### src/rtl/blake_round_ctrl.sv
// blake_round_ctrl
//   Sequencer for a BLAKE-512 compression datapath built around one G core.
//   It accepts one block per start/ready handshake and pulses init_round for
//   one cycle to load the state register. It then steps through
//   NUM_ROUNDS x G_PER_ROUND G operations, issuing round_idx, g_idx and
//   sigma_sel while asserting round_ing. After that it pulses finalize and
//   holds out_valid until out_ready.
//
//   Optional feature: define BLAKE_CTRL_ABORT_EN to add the abort/aborted
//   ports. With the macro undefined, only rst can stop a block once it has
//   started.
//
// Ports
//   clk         in   rising-edge clock
//   rst         in   synchronous active-high reset; forces all outputs to 0
//   start       in   compress-one-block request, taken when start & ready
//   abort       in   (ABORT_EN) drop the block in INIT/ROUND/FINAL
//   aborted     out  (ABORT_EN) one-cycle flag in the first IDLE cycle after an abort
//   ready       out  idle, can accept start
//   init_round  out  load IV^constants into the state register
//   round_ing   out  state register takes v_state_next
//   round_idx   out  current round, 0 outside ROUND
//   sigma_sel   out  round_idx mod 10, 0 outside ROUND
//   g_idx       out  G step in round (0-3 column, 4-7 diagonal), 0 outside ROUND
//   finalize    out  v state is final; downstream computes h' this cycle
//   out_valid   out  hash result available
//   out_ready   in   downstream takes the result when out_valid & out_ready
//   busy        out  not IDLE
module blake_round_ctrl #(
    parameter int NUM_ROUNDS  = 16,
    parameter int G_PER_ROUND = 8
) (
    input  logic       clk,
    input  logic       rst,
    input  logic       start,
`ifdef BLAKE_CTRL_ABORT_EN
    input  logic       abort,
    output logic       aborted,
`endif
    output logic       ready,
    output logic       init_round,
    output logic       round_ing,
    output logic [4:0] round_idx,
    output logic [3:0] sigma_sel,
    output logic [2:0] g_idx,
    output logic       finalize,
    output logic       out_valid,
    input  logic       out_ready,
    output logic       busy
);

    typedef enum logic [2:0] {
        S_IDLE  = 3'd0,
        S_INIT  = 3'd1,
        S_ROUND = 3'd2,
        S_FINAL = 3'd3,
        S_DONE  = 3'd4
    } state_e;

    localparam logic [4:0] R_LAST = 5'(NUM_ROUNDS - 1);
    localparam logic [2:0] G_LAST = 3'(G_PER_ROUND - 1);

    state_e     state_q, state_d;
    logic [4:0] round_q, round_d;
    logic [2:0] g_q,     g_d;
    logic       abort_req;
    logic       abort_hit;

`ifdef BLAKE_CTRL_ABORT_EN
    logic aborted_q, aborted_d;
    assign abort_req = abort;
`else
    assign abort_req = 1'b0;
`endif

    // Abort only bites while a block is in flight. A finished result in
    // DONE is left alone.
    assign abort_hit = abort_req &&
                       (state_q == S_INIT || state_q == S_ROUND || state_q == S_FINAL);

    // round_idx mod 10 for the full 0..31 range, without a divider
    function automatic logic [3:0] mod10(input logic [4:0] r);
        if (r >= 5'd30)      return 4'(r - 5'd30);
        else if (r >= 5'd20) return 4'(r - 5'd20);
        else if (r >= 5'd10) return 4'(r - 5'd10);
        else                 return 4'(r);
    endfunction

    // ---------------------------------------------------------------- next state
    always_comb begin
        state_d = state_q;
        round_d = round_q;
        g_d     = g_q;
`ifdef BLAKE_CTRL_ABORT_EN
        aborted_d = 1'b0;
`endif
        case (state_q)
            S_IDLE: begin
                if (start) state_d = S_INIT;
            end
            S_INIT: begin
                round_d = '0;
                g_d     = '0;
                state_d = S_ROUND;
            end
            S_ROUND: begin
                if (g_q == G_LAST) begin
                    g_d = '0;
                    if (round_q == R_LAST) begin
                        // Clear the counters on exit so the index outputs idle at 0.
                        round_d = '0;
                        state_d = S_FINAL;
                    end else begin
                        round_d = round_q + 5'd1;
                    end
                end else begin
                    g_d = g_q + 3'd1;
                end
            end
            S_FINAL: begin
                state_d = S_DONE;
            end
            S_DONE: begin
                if (out_ready) state_d = S_IDLE;
            end
            default: begin
                state_d = S_IDLE;
                round_d = '0;
                g_d     = '0;
            end
        endcase

        // Abort overrides every normal transition above.
        if (abort_hit) begin
            state_d = S_IDLE;
            round_d = '0;
            g_d     = '0;
`ifdef BLAKE_CTRL_ABORT_EN
            aborted_d = 1'b1;
`endif
        end
    end

    // ---------------------------------------------------------------- registers
    always_ff @(posedge clk) begin
        if (rst) begin
            state_q <= S_IDLE;
            round_q <= '0;
            g_q     <= '0;
`ifdef BLAKE_CTRL_ABORT_EN
            aborted_q <= 1'b0;
`endif
        end else begin
            state_q <= state_d;
            round_q <= round_d;
            g_q     <= g_d;
`ifdef BLAKE_CTRL_ABORT_EN
            aborted_q <= aborted_d;
`endif
        end
    end

    // ---------------------------------------------------------------- outputs
    // Outputs are decoded from registered state only. rst additionally
    // blanks them, so nothing is visible in the cycle rst is raised, before
    // the reset edge.
    always_comb begin
        ready      = 1'b0;
        init_round = 1'b0;
        round_ing  = 1'b0;
        round_idx  = '0;
        sigma_sel  = '0;
        g_idx      = '0;
        finalize   = 1'b0;
        out_valid  = 1'b0;
        busy       = 1'b0;
`ifdef BLAKE_CTRL_ABORT_EN
        aborted    = 1'b0;
`endif
        if (!rst) begin
            busy = (state_q != S_IDLE);
            case (state_q)
                S_IDLE:  ready      = 1'b1;
                S_INIT:  init_round = 1'b1;
                S_ROUND: begin
                    round_ing = 1'b1;
                    round_idx = round_q;
                    sigma_sel = mod10(round_q);
                    g_idx     = g_q;
                end
                S_FINAL: finalize  = 1'b1;
                S_DONE:  out_valid = 1'b1;
                default: ;
            endcase
`ifdef BLAKE_CTRL_ABORT_EN
            aborted = aborted_q;
`endif
        end
    end

endmodule

### config.mk
export PLATFORM = sky130hd
export DESIGN_NAME = blake_round_ctrl
export DESIGN_NICKNAME = d
export VERILOG_FILES = /design/src/rtl/blake_round_ctrl.sv
export SDC_FILE = /design/constraint.sdc
export NUM_CORES = 1
export LEC_CHECK = 0
export CORE_UTILIZATION = 52
export DETAILED_ROUTE_END_ITERATION = 10
export PLACE_DENSITY = 0.86
export SYNTH_ARGS = -nofsm -noshare
export SYNTH_HDL_FRONTEND = slang
export SYNTH_SLANG_ARGS = --single-unit
### constraint.sdc
create_clock -name clk -period 2.7 [get_ports clk]
set_input_delay 0.27 -clock clk [delete_from_list [all_inputs] [get_ports clk]]
set_output_delay 0.27 -clock clk [all_outputs]
set_load 0.02 [all_outputs]
==> flow_summary.ini, run 1 <==
[run_status]
outcome = complete, no violations

[synthesis]
ys_ff_latch = 11
synth_edf_count = 0
syn_area_um2 = 914.6
synth_nets = 129
yosys-top-cells-area = dfxtp_1 (24%), ha_1 (12%), nor2_1 (4.5%)
syn_area_per_cell_um2 = 7.885
synth_top_area_cell = dfxtp_1
netlist.area_leader.share_pct = 24.08
yosys_warnings = 0
synth_cells = 116
synth_cell_types = 39
ys_seq_area_share_pct = 24.08
synth_commonest_cells = dfxtp_1 (11), nor2_1 (11), ha_1 (9), nand2_1 (9)
async_reset_ff_share_pct = 0
ys.flop_type = dfxtp_1

[sta]
fin_tns_setup_ns = 0
maxSlewViolCount = 0
slew-limit-headroom_pct = 75.94
final_hold_viol_count = 0
worstMarginPinSlew_ns = 0.3518
fmax_mhz = 387.0
setup_violations = 0
fin_crit_sh_pct = 95.71
fin_crit_ns = 2.584
skew_ns = 0.005863
rsz0062_at_grt = false

[pwr]
internal-power_uw = 264.1
clockPowerShare_pct = 31.0
p_leak_nw = 0.4649
p_per_area_nw_per_um2 = 318.8
ir_worst_vdd_mv = 0.2207
pwr-share-seq_pct = 45.5
netSwitchingFraction_pct = 29.70
p_sw_uw = 111.6
combPwrFrac_pct = 23.5
p_total_uw = 375.8

[cells_and_area]
insertedDiodeCount = 0
final_nets = 152
drive_gt1_share_pct = 10.87
syn2layout_area_growth_pct = 28.86

[clock_network]
worstSkewPairLatency_ns = 0.28
numCtsBuffers = 3
clockRootBuffer = clkbuf_4
clk_pin_slew_ns = 0.07
clock_sinks = 11
tritoncts = built
cts_max_path_buffers = 2
h-tree-depth = 1
ctsHoldBuffers = 0
post-cts-setup-buffer-count = 0

[placed_design]
dp_hpwl_um = 1610
portBuffers = 21
gp_congestion = 0.8417

[floorplanning]
die_w_um = 43.94
num_rows = 14
coreArea_um2 = 1577
die-area_um2 = 1931
die_h_um = 43.94
ios = 22
start_util_pct = 58.02

[global_routing]
first_global_vias = 782
grt_start_max_net_pins = 20
track_usage_pct = 24.32
grt_overflow_total = 0
grt_pass1_wl_um = 3519
grt_antenna_before_repair = 0

[detailed_routing]
routed_wl_um = 2261
dr_total_vias = 917
viasPerCell = 5.955
wire_per_inst_um = 14.68
postRouteAntennaNets = 0
first_iter_violations = 23
first_pass_iters = 4
drc = 0

[worst_hold_path]
hold_path_class = flop to flop

[critical_path]
cp-start-kind = flop
end_kind = output pin
path_max_fanout = 6
cp.arrival_ns = 2.31
setup.worst_path.class = flop to output pin
critical_path_required_ns = 2.43

[run]
cap_violations = 0
## flip-flops by register name (all words and copies together), names as in the netlist
register / flops
state_q: 3
round_q: 5
g_q: 3
## final cells by class
class,count,area (um^2)
clock buffer,4,26.28
fill,121,397.9
inverter,6,22.52
multi-input combinational,90,634.4
sequential,11,222.7
tap,16,20.02
timing repair buffer,27,252.7
## per-layer routing
metal / track usage, % / vias to the layer above / share of wire (%)
met5: 0 / - / 0
met4: 10.91 / 0 / 2.7
met3: 6.667 / 12 / 4.8
met2: 37.31 / 27 / 44
met1: 31.74 / 417 / 48
li1: - / 461 / -
## power groups by stage
stage / clock network [mW] / logic, mW / registers, mW
final: 0.116 / 0.0883 / 0.171
after global routing: 0.129 / 0.0963 / 0.172
after CTS: 0.120 / 0.0869 / 0.171
after detailed placement: 0 / 0.0864 / 0.175
after global placement: 0 / 0.0844 / 0.175
after floorplan: 0 / 0.0599 / 0.175
## cell usage in the layout (no fill, tap or decap), types with 3 or more instances in the layout
| cell | count |
|---|---|
| a21oi_1 | 8 |
| and2_1 | 5 |
| buf_4 | 6 |
| clkbuf_4 | 3 |
| clkdlybuf4s50_1 | 19 |
| dfxtp_1 | 9 |
| ha_1 | 9 |
| inv_1 | 6 |
| mux2i_1 | 4 |
| nand2_1 | 9 |
| nand3b_1 | 3 |
| nor2_1 | 11 |
| nor3_1 | 8 |
## logic make-up (layout without fill, tap and decap cells)
family / Yosys count / in the layout / synth area share (%)
simple gates: 50 / 50 / 30.23
compound gates: 25 / 25 / 19.15
buf+inv: 15 / 37 / 7.660
flops: 11 / 11 / 24.08
fa+ha+maj: 9 / 9 / 12.31
mux: 5 / 5 / 5.609
xor+xnor: 1 / 1 / 0.9578
## final timing paths
kind,slack (ns),to,from,cells past startpoint
max,0.12,sigma_sel[2],round_q[1],7
min,0.51,round_q[0],round_q[0],2
max reg2reg,0.85,round_q[0],g_q[0],6
min reg2reg,0.51,round_q[0],round_q[0],2
## per-stage QoR
| stage | hold WS, ns | setup slack, ns | utilization [%] | cell area (um^2) | std cells |
|---|---|---|---|---|---|
| floorplan | 0.4564 | 0.4506 | - | 914.6 | 116 |
| global placement | 0.5261 | 0.2899 | 72.46 | 1142 | 150 |
| detailed placement | 0.5443 | 0.2164 | 72.46 | 1142 | 150 |
| CTS | 0.5564 | 0.01651 | 73.97 | 1166 | 154 |
| global route | 0.5578 | 0.009533 | 74.76 | 1179 | 154 |
| finish | 0.5148 | 0.1157 | 74.76 | 1179 | 154 |
## worst max-delay path, stage by stage, from the launching register on
cell and delay, ns:
dfxtp_1 0.31, buf_4 0.15, ha_1 0.24, a22oi_2 0.26, o31ai_1 0.12, o221ai_1 0.19, o211a_1 0.18, clkdlybuf4s50_1 0.59
## timing repair
| action | CTS | global route |
|---|---|---|
| setup endpoints to repair | 2 | 2 |
| cloned | 0 | 0 |
| resized for setup | 2 | 4 |
| hold endpoints to repair | 0 | 0 |
Power figures use the tool's default switching activity.
==> run 2, diff against run 1 <==
Settings changed: HOLD_SLACK_MARGIN set to 0.03.
==> results of run 2 <==
Same layout as run 1: the final DEF is identical, and so are final timing and power.
